`src/rtl/cla_serial_add_ctrl_if.sv`:
```
// Operand/result bundle for the serial CLA add/subtract sequencer.
// master drives operands and out_ready; slave is the sequencer side.
interface cla_serial_add_ctrl_if #(
   parameter int unsigned WIDTH = 16
);
   logic             in_valid;
   logic             in_ready;
   logic [WIDTH-1:0] a;
   logic [WIDTH-1:0] b;
   logic             cin;
   logic             op_sub;
   logic             out_valid;
   logic             out_ready;
   logic [WIDTH-1:0] sum;
   logic             cout;
   logic             ovf;

   modport master (
      output in_valid, a, b, cin, op_sub, out_ready,
      input  in_ready, out_valid, sum, cout, ovf
   );

   modport slave (
      input  in_valid, a, b, cin, op_sub, out_ready,
      output in_ready, out_valid, sum, cout, ovf
   );
endinterface

```
`src/rtl/cla_serial_add_ctrl.sv`:
```
// WIDTH-bit add/subtract computed one nibble per clock on a single 4-bit
// carry look-ahead slice, LSB nibble first, carry chained through r_carry.
module cla_serial_add_ctrl #(
   parameter int unsigned WIDTH = 16
) (
   input logic                   clk,
   input logic                   rst,
   cla_serial_add_ctrl_if.slave  io_bus
);
   localparam int unsigned NIB  = WIDTH / 4;
   localparam int unsigned CntW = (NIB > 1) ? $clog2(NIB) : 1;

   typedef enum logic [1:0] {StIdle, StRun, StDone} state_e;

   state_e           r_state, w_state_d;
   logic [WIDTH-1:0] r_a, r_b, r_sum;
   logic             r_carry, r_cout, r_ovf;
   logic [CntW-1:0]  r_cnt;

   logic             w_accept, w_last;
   logic [3:0]       w_na, w_nb, w_ns, w_g, w_p;
   logic [4:0]       w_c;

   // adder4: single shared carry look-ahead slice, carry-in from r_carry
   always_comb begin
      w_na   = r_a[{r_cnt, 2'b00} +: 4];
      w_nb   = r_b[{r_cnt, 2'b00} +: 4];
      w_g    = w_na & w_nb;
      w_p    = w_na ^ w_nb;
      w_c[0] = r_carry;
      w_c[1] = w_g[0] | (w_p[0] & w_c[0]);
      w_c[2] = w_g[1] | (w_p[1] & w_g[0]) | (w_p[1] & w_p[0] & w_c[0]);
      w_c[3] = w_g[2] | (w_p[2] & w_g[1]) | (w_p[2] & w_p[1] & w_g[0])
             | (w_p[2] & w_p[1] & w_p[0] & w_c[0]);
      w_c[4] = w_g[3] | (w_p[3] & w_g[2]) | (w_p[3] & w_p[2] & w_g[1])
             | (w_p[3] & w_p[2] & w_p[1] & w_g[0])
             | (w_p[3] & w_p[2] & w_p[1] & w_p[0] & w_c[0]);
      w_ns   = w_p ^ w_c[3:0];
   end

   always_comb begin
      w_state_d = r_state;
      w_accept  = 1'b0;
      w_last    = (r_cnt == CntW'(NIB - 1));
      unique case (r_state)
         StIdle: begin
            if (io_bus.in_valid) begin
               w_accept  = 1'b1;
               w_state_d = StRun;
            end
         end
         StRun: begin
            if (w_last) w_state_d = StDone;
         end
         StDone: begin
            if (io_bus.out_ready) w_state_d = StIdle;
         end
         default: w_state_d = StIdle;
      endcase
   end

   always_ff @(posedge clk) begin
      if (rst) r_state <= StIdle;
      else     r_state <= w_state_d;
   end

   always_ff @(posedge clk) begin
      if (rst) begin
         r_a     <= '0;
         r_b     <= '0;
         r_sum   <= '0;
         r_carry <= 1'b0;
         r_cout  <= 1'b0;
         r_ovf   <= 1'b0;
         r_cnt   <= '0;
      end else begin
         if (w_accept) begin
            // Subtract is A + ~B + 1; cin is ignored in that mode
            r_a     <= io_bus.a;
            r_b     <= io_bus.b ^ {WIDTH{io_bus.op_sub}};
            r_carry <= io_bus.op_sub | io_bus.cin;
            r_cnt   <= '0;
         end
         if (r_state == StRun) begin
            r_sum[{r_cnt, 2'b00} +: 4] <= w_ns;
            r_carry                    <= w_c[4];
            r_cnt                      <= r_cnt + CntW'(1);
            if (w_last) begin
               r_cout <= w_c[4];
               r_ovf  <= r_a[WIDTH-1] ^ r_b[WIDTH-1] ^ w_ns[3] ^ w_c[4];
            end
         end
      end
   end

   assign io_bus.in_ready  = (r_state == StIdle);
   assign io_bus.out_valid = (r_state == StDone);
   assign io_bus.sum       = r_sum;
   assign io_bus.cout      = r_cout;
   assign io_bus.ovf       = r_ovf;
endmodule

```
`src/flat_wrapper.sv`:
```
// flat-port wrapper written by rule: the top's interface ports become plain ports
module cla_serial_add_ctrl_flat 
#(
   parameter int unsigned WIDTH = 16
)
  (clk, rst, io_bus_in_valid, io_bus_a, io_bus_b, io_bus_cin, io_bus_op_sub, io_bus_out_ready, io_bus_in_ready, io_bus_out_valid, io_bus_sum, io_bus_cout, io_bus_ovf);
  cla_serial_add_ctrl_if #(.WIDTH(WIDTH)) io_bus_i ();
  input logic clk;
  input logic rst;
  input wire logic [$bits(io_bus_i.in_valid)-1:0] io_bus_in_valid;
  input wire logic [$bits(io_bus_i.a)-1:0] io_bus_a;
  input wire logic [$bits(io_bus_i.b)-1:0] io_bus_b;
  input wire logic [$bits(io_bus_i.cin)-1:0] io_bus_cin;
  input wire logic [$bits(io_bus_i.op_sub)-1:0] io_bus_op_sub;
  input wire logic [$bits(io_bus_i.out_ready)-1:0] io_bus_out_ready;
  output wire logic [$bits(io_bus_i.in_ready)-1:0] io_bus_in_ready;
  output wire logic [$bits(io_bus_i.out_valid)-1:0] io_bus_out_valid;
  output wire logic [$bits(io_bus_i.sum)-1:0] io_bus_sum;
  output wire logic [$bits(io_bus_i.cout)-1:0] io_bus_cout;
  output wire logic [$bits(io_bus_i.ovf)-1:0] io_bus_ovf;
  assign io_bus_i.in_valid = io_bus_in_valid;
  assign io_bus_i.a = io_bus_a;
  assign io_bus_i.b = io_bus_b;
  assign io_bus_i.cin = io_bus_cin;
  assign io_bus_i.op_sub = io_bus_op_sub;
  assign io_bus_i.out_ready = io_bus_out_ready;
  assign io_bus_in_ready = io_bus_i.in_ready;
  assign io_bus_out_valid = io_bus_i.out_valid;
  assign io_bus_sum = io_bus_i.sum;
  assign io_bus_cout = io_bus_i.cout;
  assign io_bus_ovf = io_bus_i.ovf;
  cla_serial_add_ctrl #(.WIDTH(WIDTH)) u_core (.clk(clk), .rst(rst), .io_bus(io_bus_i));
endmodule
```
`config.mk`:
```
export PLATFORM = sky130hd
export DESIGN_NAME = cla_serial_add_ctrl_flat
export DESIGN_NICKNAME = d
export VERILOG_FILES = /design/src/rtl/cla_serial_add_ctrl_if.sv /design/src/rtl/cla_serial_add_ctrl.sv /design/src/flat_wrapper.sv
export SDC_FILE = /design/constraint.sdc
export NUM_CORES = 1
export LEC_CHECK = 0
export BUFFER_PORTS_ARGS = -buffer_cell sky130_fd_sc_hd__buf_2
export CAP_MARGIN = 15
export CORE_MARGIN = 1.5
export CORE_UTILIZATION = 40
export CTS_CLUSTER_DIAMETER = 30
export CTS_CLUSTER_SIZE = 10
export DETAILED_ROUTE_END_ITERATION = 8
export GPL_ROUTABILITY_DRIVEN = 0
export PLACE_DENSITY = 0.6
export RECOVER_POWER = 100
export SLEW_MARGIN = 15
export SYNTH_ARGS = -nofsm -noshare
export SYNTH_HDL_FRONTEND = slang
export SYNTH_SLANG_ARGS = --single-unit
```
`constraint.sdc`:
```
create_clock -name clk -period 2.95 [get_ports clk]
set_clock_uncertainty 0.05 [all_clocks]
set_input_delay 0.4425 -clock clk [delete_from_list [all_inputs] [get_ports clk]]
set_output_delay 0.4425 -clock clk [all_outputs]
set_load 0.05 [all_outputs]
```
==> reports/metrics.yaml <==
path_cells: "mux4_2 > ha_1 > a211oi_2 > o21ba_1 > xor2_1 > o31ai_1"
nets: 378
crit_type: "register to register"
cts-resized-gates: 0
wl_met2_um: 2720
fp-row-count: 30
avgRoutedWirePerCell_um: 14.3
coreArea_um2: 6760
hold_class: "input port to register"
grt_pass1_wl_um: 9510
tightestPinTransition_ps: 756
power_frac_comb: 0.172
syn_area_per_cell_um2: 10.0
p_int_uw: 1170
grt_max_degree: 39
final_area_um2: 3150
switching_share: 0.273
hold_viol_final: 0
endpoint_kind: "register"
drt_wl_total_um: 5840
worstPathArrival_ps: 2760
synth_edf_count: 0
setup_violations: 0
power_per_cell_area_nw_per_um2: 514
synth_nets: 327
boundaryPins: 58
utilization: 0.466
drtPass1Iterations: 4
drv_cap: 0
status: "complete, no violations"
max_slew_margin: 0.489
die_h_um: 86.4
hpwl_um: 4410
post-route-drc-count: 0
yosysSeqAreaShare: 0.396
wl_met3_um: 180
yosys_most_used_dff: "dfxtp_1"
synth_common_cells: "dfxtp_1, nand2_1, nor2_1"
cts_sinks: 55
filler_cell_count: 671
yosysTopAreaCellShare: 0.396
drt_iter0_drc: 76
grt_pass1_vias: 1980
numCtsBuffers: 5
wl_met1_um: 2880
hold_buffers: 0
p_seq_frac: 0.503
die_w_um: 86.4
clkLatencyLatePin_ps: 310
grt_use_total: 0.161
cp_num_buf_inv: 0
vdd_drop_max_mv: 0.267
ys_seq_elements: 55
clock_path_buffers: 2
drive_gt1_frac: 0.236
ys_types: 44
critPathMaxFanout: 6
cp_slowest_cell: "mux4_2"
htreeDepth: 2
finalCritPeriodShare: 0.893
clock_power_share: 0.325
synth_most_common_cell: "dfxtp_1"
path_clk_slew_ps: 100
cp_slowest_stage_delay_ps: 590
crit_family: "compound AO/OA/AOI/OAI gates"
num_antenna_cells: 0
cts_tree: "yes"
yosysTopAreaCell: "dfxtp_1"
drv_slew: 0
rsz0062_at_grt: "false"
cp-start-kind: "register"
post-cts-setup-buffer-count: 0
fmax_mhz: 380
syn_inst: 278
netSwitchingPower_uw: 442
async_flop_share: 0
crit_required_ps: 3080
leakagePower_uw: 0.00124
routed.top_layer: "met4"
synth.area.top_cells: "dfxtp_1, mux4_2, xnor2_1"
via_per_inst: 5.17
syn_to_final_growth_pct: 13.1
grt_antenna_before_repair: 0
cts-root-buf: "clkbuf_8"
fin_setup_tns_ps: 0
postPlaceCellArea_um2: 3110
vias: 2120
fin_crit_ps: 2630
start_util: 0.412
dieArea_um2: 7460
grt_overflow_total: 0
detail-route-antenna-nets: 0
syn_area_um2: 2780
port_buffers: 57
synth_warnings: 0
==> tightest hold or removal path: stages <==
cell and delay (ps):
buf_2 100, nand2_1 50, a21oi_1 50
==> power groups by stage <==
| stage | clock network [µW] | logic, µW | registers (µW) |
|---|---|---|---|
| after floorplan | 0 | 222 | 827 |
| after global placement | 0 | 291 | 831 |
| after detailed placement | 0 | 294 | 831 |
| after CTS | 532 | 295 | 814 |
| after global routing | 567 | 309 | 818 |
| final | 525 | 278 | 814 |
==> cells in the final DEF (no fill, tap or decap), types with 3 or more instances in the layout <==
master,count
dfxtp_1,55
buf_2,37
nor2_1,33
nand2_1,33
clkbuf_1,21
a21oi_1,20
xnor2_1,16
a211oi_1,11
ha_1,10
a22oi_1,9
mux4_2,8
a211oi_2,8
nand3b_1,8
inv_1,6
clkbuf_8,6
nand3b_4,4
a32oi_1,4
xor2_1,3
o31ai_1,3
nand2b_1,3
buf_4,3
==> metal layers <==
layer	track usage	vias up
met5	0	-
met2	0.260	42
met3	0.0286	5
li1	-	1088
met4	0.0484	0
met1	0.221	985
==> cells by family after synthesis <==
group / count (synthesis) / share of synthesized area
AO/OA/AOI/OAI: 66 / 0.184
XOR/XNOR: 19 / 0.0598
adder cells (fa/ha/maj): 11 / 0.0522
buffers and inverters: 26 / 0.0459
flip-flops: 55 / 0.396
multiplexers: 9 / 0.0684
AND/OR/NAND/NOR: 92 / 0.194
==> worst paths after layout <==
path                   startpoint                    to  slack (ps)  cells past startpoint
setup / recovery  u_core.r_cnt[0]  u_core.io_bus.sum[3]         320                      6
hold / removal       io_bus_a[15]        u_core.r_a[15]         300                      3
setup reg to reg  u_core.r_cnt[0]  u_core.io_bus.sum[3]         320                      6
hold reg to reg     u_core.r_a[0]         u_core.r_a[0]         410                      2
==> stage by stage <==
stage,total power (µW),worst slack [ps],hold WS (ps),cells
4_1_cts,1640,311,303,410
5_1_grt,1690,85.5,303,410
6_report,1620,317,304,410
3_3_place_gp,1120,377,398,402
2_1_floorplan,1050,338,383,278
3_5_place_dp,1130,330,398,402
==> cell type report <==
class	count	area, µm²	area share
Inverter	8	30.0	0.00955
Clock inverter	2	35.0	0.0111
Tap cell	80	100	0.0318
Timing Repair Buffer	62	292	0.0927
Sequential cell	55	1100	0.350
Multi-Input combinational cell	197	1510	0.479
Clock buffer	6	82.6	0.0263
==> state kept, by name (all words and copies together), names as in the netlist <==
| signal | count |
|---|---|
| u_core.r_a | 16 |
| u_core.r_cnt | 2 |
| u_core.io_bus.cout | 1 |
| u_core.r_state | 2 |
| u_core.r_carry | 1 |
| u_core.io_bus.ovf | 1 |
| u_core.io_bus.sum | 16 |
| u_core.r_b | 16 |
(Power assumes the default switching activity.)
